--- src/rtl/vga_timing_if.sv ---
// Raster timing bundle: pixel enable and match line in, counters, syncs and strobes out.
interface vga_timing_if #(
  parameter int unsigned CW = 11
);
  logic          ce;
  logic [CW-1:0] match_line;
  logic [CW-1:0] h_count;
  logic [CW-1:0] v_count;
  logic          hsync;
  logic          vsync;
  logic          de;
  logic          newline;
  logic          newframe;
  logic          line_match;

  // Timing generator side
  modport master (
    input  ce, match_line,
    output h_count, v_count, hsync, vsync, de, newline, newframe, line_match
  );

  // Renderer side
  modport slave (
    output ce, match_line,
    input  h_count, v_count, hsync, vsync, de, newline, newframe, line_match
  );
endinterface

--- src/rtl/vga_timing_gen.sv ---
// Parametrised raster timing generator: one free-running h/v counter pair with
// all sync, enable and strobe outputs decoded from the next counter values.
module vga_timing_gen #(
  parameter int unsigned H_ACTIVE = 800,
  parameter int unsigned H_FRONT  = 56,
  parameter int unsigned H_SYNC   = 120,
  parameter int unsigned H_BACK   = 64,
  parameter int unsigned V_ACTIVE = 600,
  parameter int unsigned V_FRONT  = 37,
  parameter int unsigned V_SYNC   = 6,
  parameter int unsigned V_BACK   = 23,
  parameter bit          HS_POL   = 1'b1,
  parameter bit          VS_POL   = 1'b1,
  parameter int unsigned CW       = 11
) (
  input  logic          clk50,
  input  logic          rst_n,
  vga_timing_if.master  vif
);

  localparam int unsigned H_TOTAL = H_ACTIVE + H_FRONT + H_SYNC + H_BACK;
  localparam int unsigned V_TOTAL = V_ACTIVE + V_FRONT + V_SYNC + V_BACK;

  localparam logic [CW-1:0] H_LAST   = CW'(H_TOTAL - 1);
  localparam logic [CW-1:0] V_LAST   = CW'(V_TOTAL - 1);
  localparam logic [CW-1:0] H_ACT_C  = CW'(H_ACTIVE);
  localparam logic [CW-1:0] V_ACT_C  = CW'(V_ACTIVE);
  localparam logic [CW-1:0] HS_START = CW'(H_ACTIVE + H_FRONT);
  localparam logic [CW-1:0] HS_END   = CW'(H_ACTIVE + H_FRONT + H_SYNC);
  localparam logic [CW-1:0] VS_START = CW'(V_ACTIVE + V_FRONT);
  localparam logic [CW-1:0] VS_END   = CW'(V_ACTIVE + V_FRONT + V_SYNC);

  // Reject geometries the counters cannot represent or with empty regions
  if (64'(H_TOTAL) > (64'd1 << CW) || 64'(V_TOTAL) > (64'd1 << CW)) begin : g_bad_total
    $error("vga_timing_gen: H_TOTAL/V_TOTAL exceed 2^CW");
  end
  if (H_FRONT < 1 || H_SYNC < 1 || H_BACK < 1 ||
      V_FRONT < 1 || V_SYNC < 1 || V_BACK < 1) begin : g_bad_porch
    $error("vga_timing_gen: porch and sync widths must be at least 1");
  end

  logic          h_wrap;
  logic          v_wrap;
  logic [CW-1:0] h_nxt;
  logic [CW-1:0] v_nxt;
  logic          hs_nxt;
  logic          vs_nxt;
  logic          de_nxt;
  logic          match_nxt;

  // Next counter position and its region decode
  always_comb begin
    h_wrap    = (vif.h_count == H_LAST);
    v_wrap    = (vif.v_count == V_LAST);
    h_nxt     = h_wrap ? '0 : vif.h_count + CW'(1);
    v_nxt     = vif.v_count;
    if (h_wrap) begin
      v_nxt = v_wrap ? '0 : vif.v_count + CW'(1);
    end
    hs_nxt    = ((h_nxt >= HS_START) && (h_nxt < HS_END)) ? HS_POL : ~HS_POL;
    vs_nxt    = ((v_nxt >= VS_START) && (v_nxt < VS_END)) ? VS_POL : ~VS_POL;
    de_nxt    = (h_nxt < H_ACT_C) && (v_nxt < V_ACT_C);
    match_nxt = h_wrap && (v_nxt == vif.match_line);
  end

  // Counters and registered outputs; advance on ce, strobes live for one clock
  always_ff @(posedge clk50 or negedge rst_n) begin
    if (!rst_n) begin
      vif.h_count    <= H_LAST;
      vif.v_count    <= V_LAST;
      vif.hsync      <= ~HS_POL;
      vif.vsync      <= ~VS_POL;
      vif.de         <= 1'b0;
      vif.newline    <= 1'b0;
      vif.newframe   <= 1'b0;
      vif.line_match <= 1'b0;
    end else if (vif.ce) begin
      vif.h_count    <= h_nxt;
      vif.v_count    <= v_nxt;
      vif.hsync      <= hs_nxt;
      vif.vsync      <= vs_nxt;
      vif.de         <= de_nxt;
      vif.newline    <= h_wrap;
      vif.newframe   <= h_wrap && v_wrap;
      vif.line_match <= match_nxt;
    end else begin
      vif.newline    <= 1'b0;
      vif.newframe   <= 1'b0;
      vif.line_match <= 1'b0;
    end
  end

endmodule

--- src/flat_wrapper.sv ---
// flat-port wrapper written by rule: the top's interface ports become plain ports
module vga_timing_gen_flat 
#(
  parameter int unsigned H_ACTIVE = 800,
  parameter int unsigned H_FRONT  = 56,
  parameter int unsigned H_SYNC   = 120,
  parameter int unsigned H_BACK   = 64,
  parameter int unsigned V_ACTIVE = 600,
  parameter int unsigned V_FRONT  = 37,
  parameter int unsigned V_SYNC   = 6,
  parameter int unsigned V_BACK   = 23,
  parameter bit          HS_POL   = 1'b1,
  parameter bit          VS_POL   = 1'b1,
  parameter int unsigned CW       = 11
)
  (clk50, rst_n, vif_ce, vif_match_line, vif_h_count, vif_v_count, vif_hsync, vif_vsync, vif_de, vif_newline, vif_newframe, vif_line_match);
  vga_timing_if #(.CW(CW)) vif_i ();
  input  logic clk50;
  input  logic rst_n;
  input wire logic [$bits(vif_i.ce)-1:0] vif_ce;
  input wire logic [$bits(vif_i.match_line)-1:0] vif_match_line;
  output wire logic [$bits(vif_i.h_count)-1:0] vif_h_count;
  output wire logic [$bits(vif_i.v_count)-1:0] vif_v_count;
  output wire logic [$bits(vif_i.hsync)-1:0] vif_hsync;
  output wire logic [$bits(vif_i.vsync)-1:0] vif_vsync;
  output wire logic [$bits(vif_i.de)-1:0] vif_de;
  output wire logic [$bits(vif_i.newline)-1:0] vif_newline;
  output wire logic [$bits(vif_i.newframe)-1:0] vif_newframe;
  output wire logic [$bits(vif_i.line_match)-1:0] vif_line_match;
  assign vif_i.ce = vif_ce;
  assign vif_i.match_line = vif_match_line;
  assign vif_h_count = vif_i.h_count;
  assign vif_v_count = vif_i.v_count;
  assign vif_hsync = vif_i.hsync;
  assign vif_vsync = vif_i.vsync;
  assign vif_de = vif_i.de;
  assign vif_newline = vif_i.newline;
  assign vif_newframe = vif_i.newframe;
  assign vif_line_match = vif_i.line_match;
  vga_timing_gen #(.H_ACTIVE(H_ACTIVE), .H_FRONT(H_FRONT), .H_SYNC(H_SYNC), .H_BACK(H_BACK), .V_ACTIVE(V_ACTIVE), .V_FRONT(V_FRONT), .V_SYNC(V_SYNC), .V_BACK(V_BACK), .HS_POL(HS_POL), .VS_POL(VS_POL), .CW(CW)) u_core (.clk50(clk50), .rst_n(rst_n), .vif(vif_i));
endmodule
--- config.mk ---
export PLATFORM = sky130hd
export DESIGN_NAME = vga_timing_gen_flat
export DESIGN_NICKNAME = d
export VERILOG_FILES = /design/src/rtl/vga_timing_if.sv /design/src/rtl/vga_timing_gen.sv /design/src/flat_wrapper.sv
export SDC_FILE = /design/constraint.sdc
export NUM_CORES = 1
export LEC_CHECK = 0
export BUFFER_PORTS_ARGS = -buffer_cell sky130_fd_sc_hd__clkbuf_2
export CAP_MARGIN = 20
export CORE_ASPECT_RATIO = 0.8
export CORE_MARGIN = 8
export CORE_UTILIZATION = 45
export CTS_CLUSTER_SIZE = 12
export DETAILED_ROUTE_END_ITERATION = 8
export PLACE_DENSITY = 0.67
export SLEW_MARGIN = 25
export SYNTH_ARGS = -nofsm -noshare
export SYNTH_HDL_FRONTEND = slang
export SYNTH_SLANG_ARGS = --single-unit
--- constraint.sdc ---
create_clock -name clk50 -period 2.75 [get_ports clk50]
set_input_delay 0.55 -clock clk50 [delete_from_list [all_inputs] [get_ports clk50]]
set_output_delay 0.55 -clock clk50 [all_outputs]
set_load 0.005 [all_outputs]
Word level (Yosys, flattened, before mapping)
Index checks and enable logic that the tools add are counted.
Widths: inputs -> output; s select.
Storage, ports and cells
  bits in registers: 28
  word-level logic and storage cells: 32
Cells by class
  $add $sub $neg: 2
  magnitude comparators: 6
  eq/ne operators: 3
  mux-type cells: 8
  reduce and logical (&&, ||, !) cells: 5
Operators with widths (number)
  $lt 11x10->1 const B: 4
  $mux 11: 3
  $add 11x1->11 const B: 2
  $ge 11x10->1 const B: 2
  $eq 11x10->1 const B: 1
  $eq 11x11->1: 1
  $eq 11x11->1 const B: 1
  $logic_and 1x1->1: 5
  $mux 1: 5

Logic depth before layout (Yosys ltp)
  word-level depth: 6
  depth in mapped cells: 9
  mapped depth without buffers: 9

Worst setup path after synthesis
No wires, ideal clock.
  path kind: flip-flop to flip-flop
  start: register u_core.vif.v_count[4]
  end: register u_core.vif.line_match
  library setup time: 0.096 ns
  arrival: 2.316 ns
  slack: 0.338 ns
  cell stages (with the launch flop): 8
  clock period less this slack: 2.412 ns
  path through: dfstp_2 -> or4bb_1 -> nor4_1 -> xnor2_1 -> xor2_1 -> o211ai_1 -> a2111o_1 -> nor4_2
Between the ends
  word-level cells in the longest chain between the ends: 6
RTL lines
  from (decl): RTL line vga_timing_if.sv:19  | output h_count, v_count, hsync, vsync, de, newline, newframe, line_match
  from (signal assigned): RTL line vga_timing_gen.sv:79  | vif.v_count <= v_nxt;
  $add 11x1->11 / $eq 11x10->1 (equally long branches): RTL line vga_timing_gen.sv:58, vga_timing_gen.sv:54
  $mux 11: RTL line vga_timing_gen.sv:58  | v_nxt = v_wrap ? '0 : vif.v_count + CW'(1);
  $mux 11 *: RTL line vga_timing_gen.sv:57  | if (h_wrap) begin
  $eq 11x11->1 *: RTL line vga_timing_gen.sv:63  | match_nxt = h_wrap && (v_nxt == vif.match_line);
  $logic_and 1x1->1 *: RTL line vga_timing_gen.sv:63
  $mux 1 *: RTL line vga_timing_gen.sv:77  | end else if (vif.ce) begin
  to (signal assigned): RTL line vga_timing_gen.sv:85  | vif.line_match <= match_nxt;
  to (decl): RTL line vga_timing_if.sv:19
Mark *: on every way between the ends. The rest lies on a longest branch, timed or not.
A chain may end at the register's enable or synchronous reset.

Worst setup path after layout
Ends and elaborated chain as after synthesis.

==> results.py <==
metrics = {
    "status": {
        "status": "completed",
    },
    "power": {
        "worst_ir_drop_vdd_mv": 0.301,
        "p_per_area_nw_per_um2": 499,
        "p_leak_uw": 0.00107,
        "total_power_uw": 1260,
    },
    "sta": {
        "tightest_slew_ps": 732,
        "slew_viol_final": 0,
        "fin_skew_ps": 2.13,
        "report.final.hold_viol_count": 0,
        "setup_tns_ps": 0,
        "period_needed_ps": 2570,
        "relSlewSlack": 0.512,
        "setup_violations": 0,
        "fmax_mhz": 389,
        "min_period_over_period": 0.935,
        "setup_slack_ps": 178,
        "rsz0062_at_grt": "no",
    },
    "critical_path": {
        "r2r-start": "u_core.vif.v_count[4]",
        "arrival_ps": 2770,
        "critPathKind": "reg -> reg",
        "cp-start-kind": "register",
        "end_kind": "register",
        "rrSetupSlack_ps": 180,
        "r2r-end": "u_core.vif.line_match",
        "cp_max_fo": 7,
        "reg2reg_depth": 7,
        "worstPathRequired_ps": 2940,
    },
    "logic_synthesis": {
        "synth_fp_nets": 264,
        "synth_seq_cells": 28,
        "synth-warning-count": 0,
        "ys_async_sr_fraction": 1.00,
        "synth_mux_area_frac": 0.0195,
        "synth_xor_area_frac": 0.0869,
        "seq_area_frac_synth": 0.337,
        "ys_types": 59,
        "synth-simple-area-share": 0.302,
        "synthFlopType": "dfrtp_1",
        "mappedNetlistArea_um2": 2120,
        "synth_top_family_by_area": "simple AND/OR/NAND/NOR gates",
        "syn_inst": 247,
        "yosys.area_share.adder": 0.0177,
        "synth.avg_cell_area_um2": 8.57,
        "synth_compound_area_frac": 0.183,
        "synth-edff-count": 0,
    },
    "floorplanning": {
        "die_h_um": 77.3,
        "ios": 42,
        "initial_core_util": 0.463,
        "dieWidth_um": 92.7,
        "fp-row-count": 22,
        "core_um2": 4570,
        "dieArea_um2": 7170,
    },
    "grt": {
        "antenna_found_initial": 0,
        "grt_pass1_vias": 1879,
        "grt_max_degree": 39,
        "grt_pass1_wl_um": 9540,
        "overflow": 0,
        "grt_usage": 0.159,
    },
    "place": {
        "gp_congestion": 0.920,
        "dp_cells": 346,
        "place_area_um2": 2420,
        "io_buffers": 41,
        "dp_hpwl_um": 4200,
        "place_ws_ps": 123,
    },
    "clock_tree": {
        "cts_buffer_depth": 2,
        "cts_num_sinks": 28,
        "clk_pin_slew_ps": 100,
        "htreeDepth": 1,
        "clockRootBuffer": "clkbuf_8",
        "cts_tree": "yes",
        "numCtsBuffers": 3,
        "clock_latency_ps": 280,
    },
    "layout": {
        "area_growth_pct": 19.4,
        "diodes": 0,
        "final_nets": 310,
        "fin_cells": 352,
        "nFillCells": 435,
        "final_design_area_no_fill_um2": 2530,
        "drive_above_1_share": 0.284,
    },
    "detailed_routing": {
        "route.vias.total": 2076,
        "wl_per_cell_um": 16.3,
        "drt-vias-per-instance": 5.90,
        "drt_wl_total_um": 5740,
        "drc": 0,
        "antenna_left": 0,
        "dr.pass1.iters": 5,
        "drt-initial-drc-count": 265,
    },
    "min_path": {
        "hold_class": "in -> async",
    },
    "run": {
        "cap_violations": 0,
    },
}
[logic make-up (layout without fill, tap and decap cells)]
| logic type | after synthesis | count (layout) |
|---|---|---|
| xor gates and xnor gates | 21 | 21 |
| muxes | 4 | 4 |
| and+or+nand+nor | 105 | 105 |
| AOI/OAI and AO/OA | 60 | 60 |
| adders and majority gates | 3 | 3 |
| buffers and inverters | 26 | 71 |
| DFF | 28 | 28 |
[Yosys cell counts, types with 4 or more instances]
library cell / n / area share
a31oi_1: 9 / 0.027
buf_2: 6 / 0.014
nor2_1: 10 / 0.018
xor2_1: 6 / 0.025
xnor2_1: 15 / 0.062
and3_1: 7 / 0.021
o21a_1: 5 / 0.018
o22ai_1: 4 / 0.012
o21ai_0: 14 / 0.033
nand4_1: 10 / 0.030
inv_1: 10 / 0.018
a21oi_1: 13 / 0.031
nand2_1: 30 / 0.053
dfrtp_1: 18 / 0.21
nand3_1: 13 / 0.031
nor4_1: 4 / 0.012
dfstp_2: 10 / 0.12
clkbuf_1: 7 / 0.012
[layout by cell type, fill, tap and decap left out, types with 7 or more instances in the layout]
cell,synthesis,layout
dfrtp_1,18,18
clkbuf_2,1,41
dfstp_2,10,10
nand2_1,30,30
o21ai_0,14,14
nand4_1,10,10
buf_4,0,16
nor2_1,10,10
inv_1,10,10
a31oi_1,9,9
xnor2_1,15,15
and3_1,7,7
nand3_1,13,13
a21oi_1,13,13
[how the worst max path moves through the flow]
| stage | startpoint | endpoint | depth (start not counted) |
|---|---|---|---|
| 2_1_floorplan | u_core.vif.v_count[4] | u_core.vif.line_match | 7 |
| 3_3_place_gp | u_core.vif.v_count[4] | u_core.vif.line_match | 7 |
| 3_5_place_dp | u_core.vif.v_count[4] | u_core.vif.line_match | 7 |
| 4_1_cts | u_core.vif.v_count[4] | u_core.vif.line_match | 7 |
| 5_1_grt | u_core.vif.v_count[0] | u_core.vif.line_match | 8 |
| 6_report | u_core.vif.v_count[4] | u_core.vif.line_match | 7 |
[layout make-up]
class,count,area (µm²),share of cell area
Multi-Input combinational cell,193,1300,0.516
Clock inverter,1,30.0,0.0119
Tap cell,60,75.1,0.0297
Sequential cell,28,713,0.282
Clock buffer,3,41.3,0.0163
Inverter,10,37.5,0.0149
Timing Repair Buffer,57,325,0.129
[flip-flops by register name (all words and copies together) (netlist names)]
name	flops
u_core.vif.line_match	1
u_core.vif.newframe	1
u_core.vif.de	1
u_core.vif.v_count	11
u_core.vif.hsync	1
u_core.vif.h_count	11
u_core.vif.vsync	1
u_core.vif.newline	1
[report_power, final]
group	internal, µW	switching, µW
Clock	195	137
Sequential	481	64.8
Combinational	166	218
[critical path, cell delays in order, from the launching register on]
cell,delay [ps]
dfstp_2,610
or4bb_1,510
nor4_2,200
xnor2_1,260
xor2_1,180
o211ai_1,100
a2111o_1,360
nor4_2,270
[per-layer routing]
metal | share of wire | GRT usage | routed length, µm
met1 | 0.49 | 0.239 | 2840
met2 | 0.42 | 0.221 | 2400
met3 | 0.080 | 0.0423 | 458
met4 | 0.0084 | 0.0289 | 48
met5 | 0 | 0 | 0
[per-stage QoR]
step | util | hold slack [ps]
finish | 0.553 | 308
CTS | 0.546 | 334
global placement | 0.531 | 485
global route | 0.553 | 372
detailed placement | 0.531 | 493
floorplan | - | 254
[repair_timing]
item / CTS / global route
hold buffers: 0 / 0
buffers inserted: 0 / 2
gates resized for setup: 0 / 2
endpoints found under the setup margin: 0 / 1
Power figures use the tool's default switching activity.
